File: src/rtl/loctag_pkg.sv
// Shared types and helpers for the loctag reflector path.
// State enum, mode encodings and LFSR step/slot functions.
package loctag_pkg;

  typedef enum logic [1:0] {
    IDLE,
    DELAY,
    WAIT_SLOT,
    REFLECT
  } state_t;

  localparam logic [1:0] MODE_OFF  = 2'b00;
  localparam logic [1:0] MODE_ON   = 2'b01;
  localparam logic [1:0] MODE_SUB  = 2'b10;
  localparam logic [1:0] MODE_TEST = 2'b11;

  localparam logic [15:0] LFSR_MASK = 16'hB400;

  function automatic logic [15:0] lfsr_next(
    input logic [15:0] v
  );
    logic [15:0] fb;
    fb = v[0] ? LFSR_MASK : 16'h0000;
    return (v >> 1) ^ fb;
  endfunction

  // Slot picked from the value the LFSR is about to take.
  function automatic logic [2:0] slot_pick(
    input logic [15:0] v,
    input logic [1:0]  q
  );
    logic [15:0] n;
    logic [2:0]  m;
    n = lfsr_next(v);
    case (q)
      2'd0:    m = 3'b000;
      2'd1:    m = 3'b001;
      2'd2:    m = 3'b011;
      default: m = 3'b111;
    endcase
    return n[2:0] & m;
  endfunction

endpackage

File: src/rtl/reflect_scheduler_if.sv
// Trigger/mode inputs and reflector status outputs
// of the reflect scheduler, grouped as one bundle.
interface reflect_scheduler_if;

  logic       trig;
  logic [1:0] mode;
  logic [1:0] mac_q;
  logic       ctrl;
  logic       busy;
  logic [2:0] slot_sel;
  logic       done;

  modport master (
    output trig,
    output mode,
    output mac_q,
    input  ctrl,
    input  busy,
    input  slot_sel,
    input  done
  );

  modport slave (
    input  trig,
    input  mode,
    input  mac_q,
    output ctrl,
    output busy,
    output slot_sel,
    output done
  );

endinterface

File: src/rtl/lfsr16.sv
// 16-bit Galois LFSR, right shift, stepped on demand.
// A zero seed would lock up, so it is replaced by 1.
module lfsr16
  import loctag_pkg::*;
#(
  parameter logic [15:0] SEED = 16'h7654
) (
  input  logic        clk,
  input  logic        reset,
  input  logic        advance,
  output logic [15:0] value
);

  localparam logic [15:0] INIT =
    (SEED == 16'h0000) ? 16'h0001 : SEED;

  always_ff @(posedge clk) begin
    if (reset) begin
      value <= INIT;
    end else if (advance) begin
      value <= lfsr_next(value);
    end
  end

endmodule

File: src/rtl/reflect_scheduler.sv
// Sequences the loctag reflector switch after each trigger:
// delay, random slot wait, then one slot of reflection.
module reflect_scheduler
  import loctag_pkg::*;
#(
  parameter int          CLK_FREQ_MHZ     = 50,
  parameter int          TRIG_DELAY_IN_US = 2,
  parameter int          SLOT_LEN_US      = 20,
  parameter int          MOD_HALF_PERIOD  = 25,
  parameter logic [15:0] MAC_SEED         = 16'h7654
) (
  input  logic               clk,
  input  logic               reset,
  reflect_scheduler_if.slave bus
);

  localparam int D  = TRIG_DELAY_IN_US * CLK_FREQ_MHZ;
  localparam int S  = SLOT_LEN_US * CLK_FREQ_MHZ;
  localparam int H  = MOD_HALF_PERIOD;
  localparam int SW = $clog2(7 * S + 1);
  localparam int DW = $clog2(D + 1);
  localparam int CW = (SW > DW) ? SW : DW;
  localparam int MW = $clog2(H + 1);

  localparam logic [CW-1:0] D_END = CW'(D - 1);
  localparam logic [CW-1:0] S_END = CW'(S - 1);
  localparam logic [CW-1:0] S_LEN = CW'(S);
  localparam logic [MW-1:0] H_END = MW'(H - 1);

  state_t        state_q;
  state_t        state_d;
  logic [CW-1:0] cnt_q;
  logic [CW-1:0] cnt_d;
  logic [CW-1:0] wait_end;
  logic [MW-1:0] mod_q;
  logic [MW-1:0] mod_d;
  logic [MW-1:0] mod_step;
  logic          ctrl_q;
  logic          ctrl_d;
  logic          ctrl_step;
  logic          busy_q;
  logic          done_q;
  logic [2:0]    slot_q;
  logic [2:0]    slot_d;
  logic [1:0]    mode_l_q;
  logic [1:0]    mode_l_d;
  logic          trig_q;
  logic          test_q;
  logic          rise;
  logic          hold;
  logic          advance;
  logic [15:0]   lfsr_value;

  lfsr16 #(
    .SEED (MAC_SEED)
  ) u_lfsr (
    .clk     (clk),
    .reset   (reset),
    .advance (advance),
    .value   (lfsr_value)
  );

  assign rise = bus.trig & ~trig_q;
  assign hold = (bus.mode == MODE_OFF) ||
                (bus.mode == MODE_TEST);

  assign wait_end = CW'(slot_q) * S_LEN - CW'(1);

  always_comb begin
    state_d  = state_q;
    cnt_d    = cnt_q;
    slot_d   = slot_q;
    mode_l_d = mode_l_q;
    advance  = 1'b0;
    if (hold) begin
      state_d = IDLE;
      cnt_d   = '0;
    end else begin
      unique case (state_q)
        IDLE: begin
          if (rise) begin
            advance  = 1'b1;
            slot_d   = slot_pick(lfsr_value, bus.mac_q);
            mode_l_d = bus.mode;
            cnt_d    = '0;
            state_d  = DELAY;
          end
        end
        DELAY: begin
          if (cnt_q == D_END) begin
            cnt_d   = '0;
            state_d = (slot_q == 3'd0) ? REFLECT : WAIT_SLOT;
          end else begin
            cnt_d = cnt_q + 1'b1;
          end
        end
        WAIT_SLOT: begin
          if (cnt_q == wait_end) begin
            cnt_d   = '0;
            state_d = REFLECT;
          end else begin
            cnt_d = cnt_q + 1'b1;
          end
        end
        REFLECT: begin
          if (cnt_q == S_END) begin
            cnt_d   = '0;
            state_d = IDLE;
          end else begin
            cnt_d = cnt_q + 1'b1;
          end
        end
        default: begin
          cnt_d   = '0;
          state_d = IDLE;
        end
      endcase
    end
  end

  // Subcarrier: each phase lasts H cycles, starting high.
  assign ctrl_step = (mod_q == H_END) ? ~ctrl_q : ctrl_q;
  assign mod_step  = (mod_q == H_END) ? '0 : mod_q + 1'b1;

  always_comb begin
    ctrl_d = 1'b0;
    mod_d  = '0;
    if (bus.mode == MODE_TEST) begin
      if (test_q) begin
        ctrl_d = ctrl_step;
        mod_d  = mod_step;
      end else begin
        ctrl_d = 1'b1;
      end
    end else if (state_d == REFLECT) begin
      if (state_q != REFLECT) begin
        ctrl_d = 1'b1;
      end else if (mode_l_q == MODE_SUB) begin
        ctrl_d = ctrl_step;
        mod_d  = mod_step;
      end else begin
        ctrl_d = 1'b1;
      end
    end
  end

  always_ff @(posedge clk) begin
    if (reset) begin
      state_q  <= IDLE;
      cnt_q    <= '0;
      slot_q   <= '0;
      mode_l_q <= MODE_OFF;
    end else begin
      state_q  <= state_d;
      cnt_q    <= cnt_d;
      slot_q   <= slot_d;
      mode_l_q <= mode_l_d;
    end
  end

  always_ff @(posedge clk) begin
    if (reset) begin
      ctrl_q <= 1'b0;
      mod_q  <= '0;
      busy_q <= 1'b0;
      done_q <= 1'b0;
      trig_q <= 1'b0;
      test_q <= 1'b0;
    end else begin
      ctrl_q <= ctrl_d;
      mod_q  <= mod_d;
      busy_q <= (state_d != IDLE);
      done_q <= (state_d == REFLECT) &&
                (cnt_d == S_END);
      trig_q <= bus.trig;
      test_q <= (bus.mode == MODE_TEST);
    end
  end

  assign bus.ctrl     = ctrl_q;
  assign bus.busy     = busy_q;
  assign bus.done     = done_q;
  assign bus.slot_sel = slot_q;

endmodule
File: src/flat_wrapper.sv
// flat-port wrapper written by rule: the top's interface ports become plain ports
module reflect_scheduler_flat import loctag_pkg::*;
#(
  parameter int          CLK_FREQ_MHZ     = 50,
  parameter int          TRIG_DELAY_IN_US = 2,
  parameter int          SLOT_LEN_US      = 20,
  parameter int          MOD_HALF_PERIOD  = 25,
  parameter logic [15:0] MAC_SEED         = 16'h7654
)
  (clk, reset, bus_trig, bus_mode, bus_mac_q, bus_ctrl, bus_busy, bus_slot_sel, bus_done);
  reflect_scheduler_if bus_i ();
  input  logic clk;
  input  logic reset;
  input wire logic [$bits(bus_i.trig)-1:0] bus_trig;
  input wire logic [$bits(bus_i.mode)-1:0] bus_mode;
  input wire logic [$bits(bus_i.mac_q)-1:0] bus_mac_q;
  output wire logic [$bits(bus_i.ctrl)-1:0] bus_ctrl;
  output wire logic [$bits(bus_i.busy)-1:0] bus_busy;
  output wire logic [$bits(bus_i.slot_sel)-1:0] bus_slot_sel;
  output wire logic [$bits(bus_i.done)-1:0] bus_done;
  assign bus_i.trig = bus_trig;
  assign bus_i.mode = bus_mode;
  assign bus_i.mac_q = bus_mac_q;
  assign bus_ctrl = bus_i.ctrl;
  assign bus_busy = bus_i.busy;
  assign bus_slot_sel = bus_i.slot_sel;
  assign bus_done = bus_i.done;
  reflect_scheduler #(.CLK_FREQ_MHZ(CLK_FREQ_MHZ), .TRIG_DELAY_IN_US(TRIG_DELAY_IN_US), .SLOT_LEN_US(SLOT_LEN_US), .MOD_HALF_PERIOD(MOD_HALF_PERIOD), .MAC_SEED(MAC_SEED)) u_core (.clk(clk), .reset(reset), .bus(bus_i));
endmodule
File: config.mk
export PLATFORM = sky130hd
export DESIGN_NAME = reflect_scheduler_flat
export DESIGN_NICKNAME = d
export VERILOG_FILES = /design/src/rtl/loctag_pkg.sv /design/src/rtl/reflect_scheduler_if.sv /design/src/rtl/lfsr16.sv /design/src/rtl/reflect_scheduler.sv /design/src/flat_wrapper.sv
export SDC_FILE = /design/constraint.sdc
export NUM_CORES = 1
export LEC_CHECK = 0
export ABC_AREA = 1
export CORE_MARGIN = 4
export CORE_UTILIZATION = 65
export DETAILED_ROUTE_END_ITERATION = 6
export DONT_BUFFER_PORTS = 1
export PLACE_DENSITY_LB_ADDON = 0.08
export SETUP_SLACK_MARGIN = 0.2
export SYNTH_ARGS = -nofsm -noshare
export SYNTH_HDL_FRONTEND = slang
export SYNTH_SLANG_ARGS = --single-unit
File: constraint.sdc
create_clock -name clk -period 6.6 [get_ports clk]
set_input_delay 1.32 -clock clk [delete_from_list [all_inputs] [get_ports clk]]
set_output_delay 1.32 -clock clk [all_outputs]
set_load 0.005 [all_outputs]
==> summary.txt, run 1 <==
Async SR Flop Fraction: 0%
Slew @ Worst Pin: 0.896 ns
Iter 0 DRT Violations: 203
I/O Buffers: 0
Final HPWL DP: 4580 microns
Fin crit share: 57.6%
Sink Count: 46
Minimum clock period: 3.80 ns
CP arrival: 4.04 ns
Maximum clock frequency: 263 MHz
Setup Skew: 0.00548 ns
DRC errors left: 0
Max Cap Viol: 0
Mapped Area: 0.00303 sq mm
VDD IR max: 0.142 mV
Layout cells sized above 1: 5.69%
Num CTS Buffers: 5
Hold endpoint: u_core.u_lfsr.value[4]
RSZ-0062 raised after global routing: false
Most frequent CP cell: nand2_1
Min-Delay Path Depth: 2
DRT antenna net count: 0
CP max FO: 11
Register area share after synthesis: 30.4%
CTS tree: yes
Mean Syn Cell Area: 6.54 sq um
Global-route wire length before repair: 10700 microns
Worst skew pair latency: 0.30 ns
R2R setup slack: 2.80 ns
Max incr delay on CP: 0.54 ns
RR Endpoint: u_core.bus.done
Leak Pwr: 1.44 nW
Commonest non-fill, non-tap cell in the layout: nand2_1
Count of state elements after synthesis: 46
Worst hold start: u_core.u_lfsr.value[4]
Reg2reg start: u_core.bus.slot_sel[1]
FP Rows: 24
Avg WL per Cell: 12.0 microns
Largest net degree at the start of global routing: 30
Synth warnings: 0
Final Setup Violations: 0
Setup bufs post-CTS: 0
Syn Nets: 490
PostCTS Resize Cnt: 0
CTS clk-pin slew, worst paths: 0.09 ns
Htree depth: 2
Startpoint Class: register
Post-route cell area: 0.00314 sq mm
Vias: 2726
Worst-path cell chain: inv_1 > ha_1 > ha_1 > fa_1 > fa_1 > inv_1 > nand4_1 > nor2_1 > inv_1 > nand2_1 > nand2_1 > nand2_1 > nor2_2 > nand2_1 > nand2_1 > nand2_2 > nand2_1 > a21boi_0 > nand2_1 > nor2_1 > nand2_1 > nor2_2
Slowest cell on crit path: dfxtp_1
Area grow syn2layout: 3.76%
Synth Flop Type: dfxtp_1
Gr ovfl total: 0
Chip height: 76.3 microns
CP required: 6.84 ns
Drt total wl: 6130 microns
Buf/Inv on CP: 3
Final Hold Fails: 0
Status: finished clean
Final net count: 483
Crit. End Element: register
Die X: 76.3 microns
Type of the worst setup path: register to register
Max Slew Vio Count: 0
Library cells used by synthesis: 36
Power per cell area: 187 mW/mm^2
Antenna cells: 0
Worst Hold Class: register to register
Root Buffer: clkbuf_8
Gpl congestion: 0.927
R2R cell count: 22
Crit path max-delay family: adder cells
Antenna violations before repair: 0
TNS Setup: 0 ns
Hold_buf cts: 0
Placed cell area: 0.00303 sq mm
Die Footprint: 0.00581 sq mm
Gr usage total: 21.8%
Cells after Synth: 463
Max transition margin: 39.9%
Via density: 5.36
EDFF count, synth: 0
CTS Buffer Depth: 2
Most frequent cells in the layout: 119 x nand2_1, 64 x inv_1, 61 x nor2_1
Initial core utilization: 68.1%
CORE AREA: 0.00444 sq mm
Filler cells: 372
1st-pass router iterations: 5
Num ports: 13
Vias in the first global route: 2420
## worst min-delay path, cell delays in order, from the launching register on
cell and delay, ns:
dfxtp_1 0.34, nand2_1 0.05, nand3_1 0.05
## registers in the layout, summed over array words and instances, names as in the netlist
register / flops
u_core.bus.busy: 1
u_core.bus.ctrl: 1
u_core.bus.done: 1
u_core.bus.slot_sel: 3
u_core.cnt_q: 13
u_core.mod_q: 5
u_core.mode_l_q: 2
u_core.state_q: 2
u_core.test_q: 1
u_core.trig_q: 1
u_core.u_lfsr.value: 16
## worst max path at each step
stage | startpoint | slack [ns] | endpoint | cells past startpoint
2_1_floorplan | u_core.bus.slot_sel[1] | 3.27 | u_core.bus.done | 23
3_3_place_gp | bus_mode[0] | 2.71 | u_core.mod_q[1] | 8
3_5_place_dp | bus_mode[0] | 2.67 | u_core.mod_q[0] | 8
4_1_cts | u_core.bus.slot_sel[1] | 2.81 | u_core.bus.done | 22
5_1_grt | u_core.bus.slot_sel[1] | 2.46 | u_core.bus.done | 22
6_report | u_core.bus.slot_sel[1] | 2.80 | u_core.bus.done | 22
## layer usage
layer	vias to the layer above	global-route usage, %	wire length, microns
met1	1206	30.4	3040
met5	-	0	0
met2	69	33.8	2720
li1	1438	-	-
met4	0	6.88	106
met3	13	4.26	257
## through the flow
step	total power [mW]	hold WS [ns]	setup WS, ns	instances	util [%]
after floorplan	0.374	0.430	3.27	463	-
after global placement	0.385	0.441	2.71	501	68.2
after detailed placement	0.386	0.445	2.67	501	68.2
after CTS	0.594	0.467	2.81	509	70.7
after global routing	0.622	0.489	2.46	509	70.7
final	0.588	0.466	2.80	509	70.7
## logic make-up (layout without fill, tap and decap cells)
| family | after synthesis | in the layout | share of synthesized area, % |
|---|---|---|---|
| simple gates | 240 | 240 | 33.8 |
| flops | 46 | 46 | 30.4 |
| fa+ha+maj | 20 | 20 | 9.26 |
| xor+xnor | 19 | 19 | 5.50 |
| compound gates | 56 | 56 | 10.5 |
| buf+inv | 82 | 76 | 10.5 |
## report_power, final
group,internal [mW],total (mW),leakage [nW],switching [mW]
Sequential,0.290,0.299,0.375,0.00940
Combinational,0.0282,0.0813,1.01,0.0532
Clock,0.113,0.207,0.0585,0.0940
Total,0.432,0.588,1.44,0.157
## layout make-up
type                       count  area [sq um]  share of cell area, %
clock buffer                   5          68.8                   2.19
clock inverter                 3          43.8                   1.39
inverter                      68           255                   8.12
multi-input combinational    335          1790                   56.9
sequential                    46           921                   29.3
tap                           52          65.1                   2.07
## cell usage after synthesis, types with 5 or more instances
| cell type | n | area, sq um |
|---|---|---|
| a21oi_1 | 19 | 95.1 |
| clkbuf_1 | 10 | 37.5 |
| dfxtp_1 | 46 | 921 |
| ha_1 | 16 | 200 |
| inv_1 | 64 | 240 |
| nand2_1 | 119 | 447 |
| nand2_2 | 6 | 37.5 |
| nand3_1 | 29 | 145 |
| nand4_1 | 10 | 62.6 |
| nor2_1 | 61 | 229 |
| o211ai_1 | 5 | 37.5 |
| o21ai_0 | 21 | 105 |
| xnor2_1 | 6 | 52.6 |
| xor2_1 | 13 | 114 |
(Power assumes the default switching activity.)
==> inputs of run 2 (changes only) <==
--- a/config.mk
+++ b/config.mk
@@ -7,7 +7,7 @@
 export LEC_CHECK = 0
 export ABC_AREA = 1
 export CORE_MARGIN = 4
-export CORE_UTILIZATION = 65
+export CORE_UTILIZATION = 58
 export DETAILED_ROUTE_END_ITERATION = 6
 export DONT_BUFFER_PORTS = 1
 export PLACE_DENSITY_LB_ADDON = 0.08
==> constraint.sdc (replaced) <==
create_clock -name clk -period 3.1 [get_ports clk]
set_input_delay 0.62 -clock clk [delete_from_list [all_inputs] [get_ports clk]]
set_output_delay 0.62 -clock clk [all_outputs]
set_load 0.005 [all_outputs]
==> run 2 against run 1 <==
Net effect: the run now ends with negative setup slack left; count of clock-buffer cells in the layout is 1 higher; wire length is 9.5% higher; highest routed layer unchanged; sequential power is 110% higher; die area is 11% higher; power is 110% higher; fmax is 19% higher; via count is 6.8% higher; sequential share of layout area is 3.1 points lower; clock power is 100% higher.
==> summary.txt, run 2 (synthesized netlist as in run 1, its figures left out) <==
Avg WL per Cell: 12.0 microns (-0.48%)
Drt total wl: 6710 microns (+9.5%)
FP Rows: 26 (+8.3%)
Max Cap Viol: 0 (unchanged)
Max Slew Vio Count: 0 (unchanged)
Status: finished, violations left
CORE AREA: 0.00507 sq mm (+14%)
Minimum clock period: 3.18 ns (-0.618 ns)
Crit. End Element: register
Worst hold start: reset
Leak Pwr: 1.62 nW (+13%)
R2R setup slack: -0.08 ns (-2.88 ns)
PnR Total Power: 1.26 mW (+110%)
Die X: 80.3 microns (+5.3%)
Type of the worst setup path: register to register
Antenna violations before repair: 0 (unchanged)
Register area: 932 sq um (+1.2%)
RSZ-0062 raised after global routing: true
Via density: 5.20 (-2.9%)
Final setup margin: -0.0801 ns (-2.88 ns)
Chip height: 80.3 microns (+5.3%)
CTS clk-pin slew, worst paths: 0.09 ns (about the same)
Largest net degree at the start of global routing: 25 (-17%)
Hold Slack: 0.366 ns (-0.0996 ns)
RR Endpoint: u_core.mod_q[2]
CTS tree: yes
Vias in the first global route: 2810 (+16%)
Hold_buf cts: 0 (unchanged)
Final Hold Fails: 0 (unchanged)
Htree depth: 2 (unchanged)
Setup Skew: 0.0130 ns (+0.00750 ns)
Place WS: -0.238 ns (-2.91 ns)
Slew @ Worst Pin: 0.584 ns (-0.312 ns)
Global-route wire length before repair: 12100 microns (+13%)
Violated checks: negative setup slack
DRC errors left: 0 (unchanged)
Max transition margin: 61.0% (+21 points)
CP arrival: 3.42 ns (-0.62 ns)
Vias: 2911 (+6.8%)
Die Footprint: 0.00644 sq mm (+11%)
Worst Setup SP: u_core.bus.slot_sel[0]
I/O Buffers: 0 (unchanged)
TNS Setup: -0.446 ns (-0.446 ns)
Most frequent cells in the layout: 106 x nand2_1, 60 x nor2_1, 58 x inv_1
VDD IR max: 0.319 mV (+130%)
Number of flip-flops in the largest register: 16 (unchanged)
Final Setup Violations: 10 (+10)
Hold endpoint: u_core.cnt_q[6]
Reg2reg start: u_core.bus.slot_sel[0]
DRT antenna net count: 0 (unchanged)
Maximum clock frequency: 314 MHz (+19%)
CP max FO: 5 (-6)
Iter 0 DRT Violations: 184 (-9.4%)
1st-pass router iterations: 4 (-1)
Antenna cells: 0 (unchanged)
Initial core utilization: 59.7% (-8.5 points)
Sink Count: 46 (unchanged)
CTS Buffer Depth: 2 (unchanged)
Root Buffer: clkbuf_8
Largest Register: u_core.u_lfsr.value
Util after Layout: 70.0% (-0.67 points)
Num CTS Buffers: 5 (unchanged)
Worst skew pair latency: 0.31 ns (about the same)
CP required: 3.34 ns (-3.50 ns)
Area grow syn2layout: 17.4%
Final HPWL DP: 5010 microns (+9.4%)
Power per cell area: 354 mW/mm^2 (+89%)
Fin crit share: 103% (+45 points)
Min-Delay Path Depth: 1 (-1)
Gr ovfl total: 0 (unchanged)
Num ports: 13 (unchanged)
Startpoint Class: register
Final net count: 516 (+6.8%)
Gpl congestion: 0.983 (+6.1%)
Largest registers: u_core.u_lfsr.value: 16 flops, u_core.cnt_q: 13 flops, u_core.mod_q: 5 flops
Footprint of the multi-input gates: 0.00191 sq mm (+6.8%)
Commonest non-fill, non-tap cell in the layout: nand2_1
Layout cells sized above 1: 19.4% (+14 points)
R2R cell count: 17 (-23%)
Filler cells: 460 (+24%)
Worst Hold Class: input port to register
Gr usage total: 23.5% (+1.8 points)
==> run 2: changes by cell type in the layout (fill, tap and decap cells not counted), moves of 6 or more <==
cell / previous run / this run
buf_4: 0 / 27
nand2_1: 119 / 106
a21oi_2: 2 / 9
a21oi_1: 19 / 12
inv_1: 64 / 58
nand2_2: 6 / 17
==> run 2: worst max path at each step <==
stage	end
detailed placement	u_core.bus.done
CTS	u_core.mod_q[0]
global placement	u_core.bus.done
global route	u_core.bus.done
floorplan	u_core.bus.done
finish	u_core.mod_q[2]
==> run 2: layout make-up <==
class | instances | area share [%]
multi-input cells | 336 | 53.7
flip-flops and latches | 46 | 26.2
repair buffers | 32 | 7.29
inverters | 68 | 7.25
clock buffers | 6 | 2.64
well taps | 70 | 2.46
clock inverters | 2 | 0.387
==> run 2: worst max-delay path: stages (launching register included) <==
cell and delay (ns):
dfxtp_4 0.38, fa_2 0.48, fa_2 0.37, fa_1 0.48, inv_2 0.08, nand4_1 0.11, nor2_1 0.10, inv_1 0.06
nand3b_1 0.07, nand2_1 0.06, nor2_2 0.12, nand3_1 0.10, nand2_2 0.11, nand2_4 0.07, nand2_2 0.07, nand3_2 0.07
or2_4 0.28, a21oi_2 0.13
==> run 2: power by group <==
group,total (mW),leakage [nW],switching (mW),internal [mW]
Combinational,0.209,1.19,0.126,0.0827
Clock,0.415,0.0567,0.206,0.209
Sequential,0.634,0.377,0.0186,0.616
==> run 2: what timing repair did <==
item,CTS,global route
gates cloned,1,0
gates resized for setup,17,17
setup buffers,3,3
setup endpoints to repair,20,21
pin swaps,9,5
==> run 2: metal layers <==
metal	GRT usage [%]	wire length, microns
met5	0	0
met4	10.3	162
met3	4.60	289
met2	39.1	3190
met1	29.4	3080
==> run 2: through the flow <==
| step | instances | area (sq um) |
|---|---|---|
| 5_1_grt | 560 | 3550 |
| 3_3_place_gp | 545 | 3300 |
| 2_1_floorplan | 463 | 3080 |
| 6_report | 560 | 3550 |
| 4_1_cts | 557 | 3480 |
| 3_5_place_dp | 545 | 3300 |
==> inputs of run 3 (changes only) <==
--- a/config.mk
+++ b/config.mk
@@ -10,6 +10,7 @@
 export CORE_UTILIZATION = 58
 export DETAILED_ROUTE_END_ITERATION = 6
 export DONT_BUFFER_PORTS = 1
+export HOLD_SLACK_MARGIN = 0.02
 export PLACE_DENSITY_LB_ADDON = 0.08
 export SETUP_SLACK_MARGIN = 0.2
 export SYNTH_ARGS = -nofsm -noshare
==> results of run 3 <==
The final DEF is identical to that of run 2; final timing and power are the same.
